### src/rtl/ram_port_arbiter.sv
// ram_port_arbiter: two-requester round-robin arbiter in front of a 1R1W RAM.
// Define RAM_ARB_RD_WR_FWD_EN to forward same-cycle write data to the read.
module ram_port_arbiter #(
    parameter int ADDR_W   = 16,
    parameter int DATA_W   = 16,
    parameter int DEPTH    = 256,
    parameter int HOLD_MAX = 4
) (
    input  logic                  clk,
    input  logic                  rst_n,
    input  logic [1:0]            rd_req,
    input  logic [2*ADDR_W-1:0]   rd_addr,
    output logic [1:0]            rd_gnt,
    output logic [1:0]            rd_valid,
    output logic [DATA_W-1:0]     rd_data,
    input  logic [1:0]            wr_req,
    input  logic [2*ADDR_W-1:0]   wr_addr,
    input  logic [2*DATA_W-1:0]   wr_data,
    output logic [1:0]            wr_gnt,
    output logic [ADDR_W-1:0]     mem_rd_addr,
    output logic                  mem_rd_en,
    input  logic [DATA_W-1:0]     mem_rd_data,
    output logic [ADDR_W-1:0]     mem_wr_addr,
    output logic [DATA_W-1:0]     mem_wr_data,
    output logic                  mem_wr_en,
    output logic [1:0]            addr_err
);

    localparam logic [7:0]      HMAX    = 8'(HOLD_MAX);
    localparam logic [ADDR_W:0] DEPTH_L = (ADDR_W+1)'(DEPTH);

    logic              rd_o_q, rd_o_d, wr_o_q, wr_o_d;
    logic [7:0]        rd_cnt_q, rd_cnt_d, wr_cnt_q, wr_cnt_d;
    logic [1:0]        rd_valid_q, addr_err_q;
    logic [DATA_W-1:0] rd_data_q, rd_data_d;
    logic              rd_hit, rd_oor, wr_hit, wr_oor;

    function automatic logic [1:0] arb(input logic [1:0] req,
                                       input logic o,
                                       input logic [7:0] cnt);
        logic [1:0] g;
        g = '0;
        if (req[o] && cnt < HMAX)
            g[o] = 1'b1;
        else if (req[~o])
            g[~o] = 1'b1;
        else if (req[o])
            g[o] = 1'b1;
        return g;
    endfunction

    // Returns {owner, count} after one cycle with grant g.
    function automatic logic [8:0] upd(input logic [1:0] g,
                                       input logic o,
                                       input logic [7:0] cnt);
        logic [8:0] r;
        if (g == 2'b00)
            r = {o, 8'd0};
        else if (g[o])
            r = {o, (cnt >= HMAX) ? HMAX : cnt + 8'd1};
        else
            r = {~o, 8'd1};
        return r;
    endfunction

    always_comb begin
        rd_gnt = '0;
        wr_gnt = '0;
        if (rst_n) begin
            rd_gnt = arb(rd_req, rd_o_q, rd_cnt_q);
            wr_gnt = arb(wr_req, wr_o_q, wr_cnt_q);
        end
    end

    assign {rd_o_d, rd_cnt_d} = upd(rd_gnt, rd_o_q, rd_cnt_q);
    assign {wr_o_d, wr_cnt_d} = upd(wr_gnt, wr_o_q, wr_cnt_q);

    always_comb begin
        mem_rd_addr = '0;
        mem_wr_addr = '0;
        mem_wr_data = '0;
        unique case (1'b1)
            rd_gnt[0]: mem_rd_addr = rd_addr[ADDR_W-1:0];
            rd_gnt[1]: mem_rd_addr = rd_addr[2*ADDR_W-1:ADDR_W];
            default: ;
        endcase
        unique case (1'b1)
            wr_gnt[0]: begin
                mem_wr_addr = wr_addr[ADDR_W-1:0];
                mem_wr_data = wr_data[DATA_W-1:0];
            end
            wr_gnt[1]: begin
                mem_wr_addr = wr_addr[2*ADDR_W-1:ADDR_W];
                mem_wr_data = wr_data[2*DATA_W-1:DATA_W];
            end
            default: ;
        endcase
    end

    assign rd_hit    = |rd_gnt;
    assign wr_hit    = |wr_gnt;
    assign rd_oor    = {1'b0, mem_rd_addr} >= DEPTH_L;
    assign wr_oor    = {1'b0, mem_wr_addr} >= DEPTH_L;
    assign mem_rd_en = rd_hit;
    assign mem_wr_en = wr_hit && !wr_oor;

`ifdef RAM_ARB_RD_WR_FWD_EN
    logic fwd;
    assign fwd = mem_wr_en && rd_hit && !rd_oor &&
                 (mem_rd_addr == mem_wr_addr);
`endif

    always_comb begin
        rd_data_d = rd_data_q;
        if (rd_hit) begin
            if (rd_oor)
                rd_data_d = '0;
`ifdef RAM_ARB_RD_WR_FWD_EN
            else if (fwd)
                rd_data_d = mem_wr_data;
`endif
            else
                rd_data_d = mem_rd_data;
        end
    end

    always_ff @(posedge clk or negedge rst_n) begin
        if (!rst_n) begin
            rd_o_q     <= 1'b1;
            wr_o_q     <= 1'b1;
            rd_cnt_q   <= HMAX;
            wr_cnt_q   <= HMAX;
            rd_valid_q <= '0;
            rd_data_q  <= '0;
            addr_err_q <= '0;
        end else begin
            rd_o_q     <= rd_o_d;
            wr_o_q     <= wr_o_d;
            rd_cnt_q   <= rd_cnt_d;
            wr_cnt_q   <= wr_cnt_d;
            rd_valid_q <= rd_gnt;
            rd_data_q  <= rd_data_d;
            addr_err_q <= {wr_hit && wr_oor, rd_hit && rd_oor};
        end
    end

    assign rd_valid = rd_valid_q;
    assign rd_data  = rd_data_q;
    assign addr_err = addr_err_q;

endmodule

### config.mk
export PLATFORM = sky130hd
export DESIGN_NAME = ram_port_arbiter
export DESIGN_NICKNAME = d
export VERILOG_FILES = /design/src/rtl/ram_port_arbiter.sv
export SDC_FILE = /design/constraint.sdc
export NUM_CORES = 1
export LEC_CHECK = 0
export CAP_MARGIN = 25
export CORE_ASPECT_RATIO = 0.5
export CORE_MARGIN = 5
export CORE_UTILIZATION = 36
export CTS_CLUSTER_SIZE = 25
export DETAILED_ROUTE_END_ITERATION = 8
export PLACE_DENSITY = 0.93
export SYNTH_ARGS = -nofsm -noshare
export SYNTH_HDL_FRONTEND = slang
export SYNTH_SLANG_ARGS = --single-unit
### constraint.sdc
create_clock -name clk -period 5.6 [get_ports clk]
set_input_delay 1.12 -clock clk [delete_from_list [all_inputs] [get_ports clk]]
set_output_delay 1.12 -clock clk [all_outputs]
set_load 0.1 [all_outputs]
=== Yosys cells after proc, flatten, opt, wreduce, memory -nomap -nowiden ===
Cells that the tools add are included.

* Register bits: 38
* Output and inout bits: 74

* Add/sub/neg operators: 2
* $lt $le $gt $ge: 14
* Mux-type cells: 38
* Bitwise operators: 6
* Reduce and logical (&&, ||, !) cells: 16

{| class="wikitable"
|+ Operator list
! cell !! count
|-
| case mux 16 bit (2 select lines) || 3
|-
| two-way mux 8 bit || 6
|-
| >= comparator 16 x 9 -> 1 bit, second input constant || 2
|-
| adder 8 x 1 -> 8 bit, second input constant || 2
|-
| >= comparator 8 x 3 -> 1 bit, second input constant || 2
|-
| less-than comparator 8 x 3 -> 1 bit, second input constant || 2
|-
| two-way mux 1 bit || 16
|-
| two-way mux 16 bit || 1
|-
| two-way mux 2 bit || 8
|-
| logical AND 1 bit || 9
|-
| less-than comparator 1 x 2 -> 1 bit, second input constant || 4
|-
| inverter 1 bit || 6
|-
| demux 1 bit (select 1 bit) || 4
|-
| >= comparator 1 bit, second input constant || 4
|-
| logical NOT 2 bit || 2
|-
| AND reduction 2 bit || 2
|-
| OR reduction 2 bit || 2
|-
| logical NOT 1 bit || 1
|}

=== Depth between registers and ports, before layout ===
* Depth in word-level cells: 12
* Depth in mapped cells: 6
* Mapped depth without buffers: 4

=== Worst setup path before layout ===
Ideal clock, no wire load.

* Path type: input-to-output
* Start: input port wr_req[0]
* End: output port mem_wr_en
* Arrival time: 4.396 ns
* Required time: 4.480 ns
* Setup slack: 0.084 ns
* Stages on the path: 6
* Buffers on the path: 2
* Cell sequence: clkbuf_1 -> nand2_1 -> o211ai_1 -> a211oi_2 -> buf_2 -> a211oi_1

* Cells in the longest elaborated chain, start to end: 10

{| class="wikitable"
|+ RTL lines
! what !! RTL line !! RTL
|-
| start: declaration || 16 || <nowiki>input logic [1:0] wr_req,</nowiki>
|-
| two-way mux 1 bit (not written as such) (2 in a row) || 43, 47 ||
|-
| two-way mux 2 bit || 47 || <nowiki>else if (req[o])</nowiki>
|-
| two-way mux 2 bit || 45 || <nowiki>else if (req[~o])</nowiki>
|-
| two-way mux 2 bit * || 43 || <nowiki>if (req[o] && cnt < HMAX)</nowiki>
|-
| two-way mux 2 bit * || 69 || <nowiki>if (rst_n) begin</nowiki>
|-
| via wr_gnt[1] || 19 || <nowiki>output logic [1:0] wr_gnt,</nowiki>
|-
| case mux 16 bit (2 select lines) || 87 || <nowiki>unique case (1'b1)</nowiki>
|-
| >= comparator 16 x 9 -> 1 bit || 103 || <nowiki>assign wr_oor = {1'b0, mem_wr_addr} >= DEPTH_L;</nowiki>
|-
| logical NOT 1 bit || 105 || <nowiki>assign mem_wr_en = wr_hit && !wr_oor;</nowiki>
|-
| logical AND 1 bit * || 105 ||
|-
| end: declaration || 25 || <nowiki>output logic mem_wr_en,</nowiki>
|}

The timed path passes the listed nets; every way through them passes the cells marked *. The select of a mux whose other input is x is not followed.

=== Final worst setup path ===
* Start: input port rd_req[0]
* End: output port mem_rd_addr[4]

* Cells in the longest elaborated chain, start to end: 7

{| class="wikitable"
|+ RTL lines
! what !! RTL line !! RTL
|-
| start: declaration || 11 || <nowiki>input logic [1:0] rd_req,</nowiki>
|-
| two-way mux 1 bit (not written as such) (2 in a row) || 43, 47 ||
|-
| two-way mux 2 bit || 47 ||
|-
| two-way mux 2 bit || 45 ||
|-
| two-way mux 2 bit * || 43 ||
|-
| two-way mux 2 bit * || 69 ||
|-
| case mux 16 bit (2 select lines) * || 82 || <nowiki>unique case (1'b1)</nowiki>
|-
| end: declaration || 20 || <nowiki>output logic [ADDR_W-1:0] mem_rd_addr,</nowiki>
|}

Mark *: on every way between the ends. The rest lies on a longest branch, timed or not. The select of a mux whose other input is x is not followed.

==> results.sh <==
export IMPL_outcome="finished clean"
export IMPL_antenna_found_initial=0
export IMPL_die_x_microns=124.3
export IMPL_min_from="rd_data[10]"
export IMPL_vdd_ir_drop_max_mv=0.2268
export IMPL_yosys_warnings=0
export IMPL_hpwl_microns=7190
export IMPL_cts_tree="built"
export IMPL_cts_clk_slew_worst_paths_ps=50
export IMPL_ys_async_sr_fraction=1.000
export IMPL_final_nets=559
export IMPL_post_layout_nonfiller_instances=525
export IMPL_dr_pass1_iters=4
export IMPL_synth_edf_count=0
export IMPL_finalWorstSetupSlack_ps=1146
export IMPL_antenna_cells=0
export IMPL_cp_startpoint="rd_req[0]"
export IMPL_fin_crit_sh=0.7954
export IMPL_cts_root_buffer="clkbuf_16"
export IMPL_final_core_util=0.7105
export IMPL_drc_errors=0
export IMPL_synthCells=242
export IMPL_hold_path_class="register to register"
export IMPL_cap_violations=0
export IMPL_rr_startpoint="rd_cnt_q[6]"
export IMPL_synth_seq_cells=38
export IMPL_synth_ff_type="dfrtp_1"
export IMPL_clk_path_buf_depth=2
export IMPL_avgSynthCellArea_sq_um=9.725
export IMPL_core_area_sq_mm=0.006206
export IMPL_grt_util_all_layers=0.2055
export IMPL_tns_ps=0
export IMPL_synth_top_area_frac=0.3615
export IMPL_fmax_mhz=224.5
export IMPL_p_leak_nw=1.902
export IMPL_drtIter0Drc=160
export IMPL_synth_cell_area_sq_mm=0.002354
export IMPL_place_ws_ps=1188
export IMPL_io_buffers=191
export IMPL_vias_per_cell=5.122
export IMPL_post_cts_buffers=0
export IMPL_insertion_delay_ps=280
export IMPL_synth_top_area_cell="dfrtp_1"
export IMPL_r2r_setup_slack_ps=3430
export IMPL_period_minus_slack_ps=4454
export IMPL_cts_buffers=5
export IMPL_vias=2689
export IMPL_end_kind="primary output"
export IMPL_worstPathMaxFanout=18
export IMPL_synth_most_common_cell="a22o_1"
export IMPL_slew_limit_headroom=0.3052
export IMPL_start_kind="input port"
export IMPL_clock_sinks=38
export IMPL_grt_pass1_vias=2644
export IMPL_placementRows=20
export IMPL_overflow=0
export IMPL_whs_ps=474.1
export IMPL_synth_seq_area_share=0.4062
export IMPL_p_per_area_mw_per_mm2=306.9
export IMPL_final_antenna_net_count=0
export IMPL_place_congestion=0.8266
export IMPL_required_ps=4480
export IMPL_setup_violations=0
export IMPL_syn2layout_area_growth_pct=87.35
export IMPL_fin_skew_ps=1.655
export IMPL_dieArea_sq_mm=0.008353
export IMPL_cts_htree_levels=2
export IMPL_ys_top_cells_by_area="dfrtp_1 (36%), a22o_1 (18%), nand2_1 (6.5%), o31ai_1 (5.4%), dfstp_2 (4.5%)"
export IMPL_die_y_microns=67.18
export IMPL_ioPinCount=192
export IMPL_synth_cell_type_count=48
export IMPL_grt_max_degree=35
export IMPL_crit_arrival_ps=3330
export IMPL_worstSetupPathType="input port to primary output"
export IMPL_worst_pin_slew_ps=1039
export IMPL_final_layout_size_suffix_gt1_frac=0.1945
export IMPL_dp_cells=517
export IMPL_ctsResizeCount=0
export IMPL_finalMaxSlewViolations=0
export IMPL_grt_pass1_wl_microns=13750
export IMPL_hold_viol=0
export IMPL_wl_microns=9127
export IMPL_floorplan_initialDensity=0.3792
export IMPL_wire_per_inst_microns=17.38
export IMPL_rsz0062_at_grt="no"
export IMPL_netlist_top_cells_count="a22o_1 (48), nand2_1 (41), dfrtp_1 (34)"
export IMPL_cts_hold_fix_buffers=0
[layout make-up]
cell class / instances / area (sq um)
Timing Repair Buffer: 197 / 1833
Multi-Input combinational cell: 188 / 1315
Fill cell: 464 / 1797
Tap cell: 88 / 110.1
Clock inverter: 1 / 30.03
Sequential cell: 38 / 955.9
Clock buffer: 6 / 138.9
Inverter: 7 / 26.28
[cells in the final DEF, fill, tap and decap left out, types with 2 or more instances in the layout]
cell type        netlist  layout
nand2_1               41      41
clkdlybuf4s50_1        0     136
a21o_1                 2       2
nand2b_1               3       3
or2_2                  2       2
nor4_4                 2       2
o2111ai_1              2       2
mux2i_1                4       4
dfstp_2                4       4
nor2_2                 2       2
clkbuf_16              0       5
o31ai_1               17      17
a22o_1                48      48
nor3_1                 2       2
o21ai_0                4       4
ha_1                   4       4
nor2_1                 5       5
conb_1                 1      10
nor4_1                 4       4
a21oi_1                5       5
and3_1                 2       2
or4_1                  5       5
a31oi_1                3       3
buf_4                  3      58
o211ai_1               2       2
inv_1                  6       6
dfrtp_1               34      34
[metrics by stage]
stage	total power, mW	instance area (sq um)
after detailed placement	1.037	4229
after CTS	1.359	4398
after floorplan	0.8272	2387
after global placement	1.030	4229
final	1.353	4409
after global routing	1.402	4409
[sequential cells by signal (all words and copies together), names as in the netlist]
register  count
rd_cnt_q      8
rd_valid      2
wr_cnt_q      8
addr_err      2
wr_o_q        1
rd_data      16
rd_o_q        1
[report_power, final]
part	total [mW]	internal (mW)	switching, mW
sequential	0.327	0.306	0.0211
clock	0.319	0.219	0.0999
combinational	0.707	0.200	0.506
[path summary, 6_finish.rpt]
| path | to | cells past startpoint |
|---|---|---|
| setup / recovery | mem_rd_addr[4] | 6 |
| hold / removal | rd_data[10] | 2 |
| setup reg to reg | rd_data[12] | 4 |
| hold reg to reg | rd_data[10] | 2 |
| max in group asynchronous | wr_cnt_q[2] | 2 |
| min in group asynchronous | rd_data[1] | 1 |
[critical path, cell delays in order]
cell	delay [ps]
clkdlybuf4s50_1	690
nand2_1	120
o21bai_1	240
nor2_2	600
a22o_1	260
buf_4	290
[kinds of logic (layout without fill, tap and decap cells)]
| logic type | count (synthesis) | after routing | share of synthesized area |
|---|---|---|---|
| flops | 38 | 38 | 0.4062 |
| compound gates | 96 | 96 | 0.3301 |
| fa+ha+maj | 4 | 4 | 0.02127 |
| simple gates | 74 | 74 | 0.1712 |
| buf+inv | 25 | 211 | 0.05263 |
| other cells | 1 | 10 | 0.001593 |
| mux | 4 | 4 | 0.01701 |
[metal layers]
layer  wire length, microns  global-route usage  share of wire
met5                      0                   0              0
met4                    103             0.04781          0.011
met3                    409             0.03397          0.045
met2                   4835              0.3858           0.53
met1                   3779              0.2536           0.41
Power figures use the tool's default switching activity.
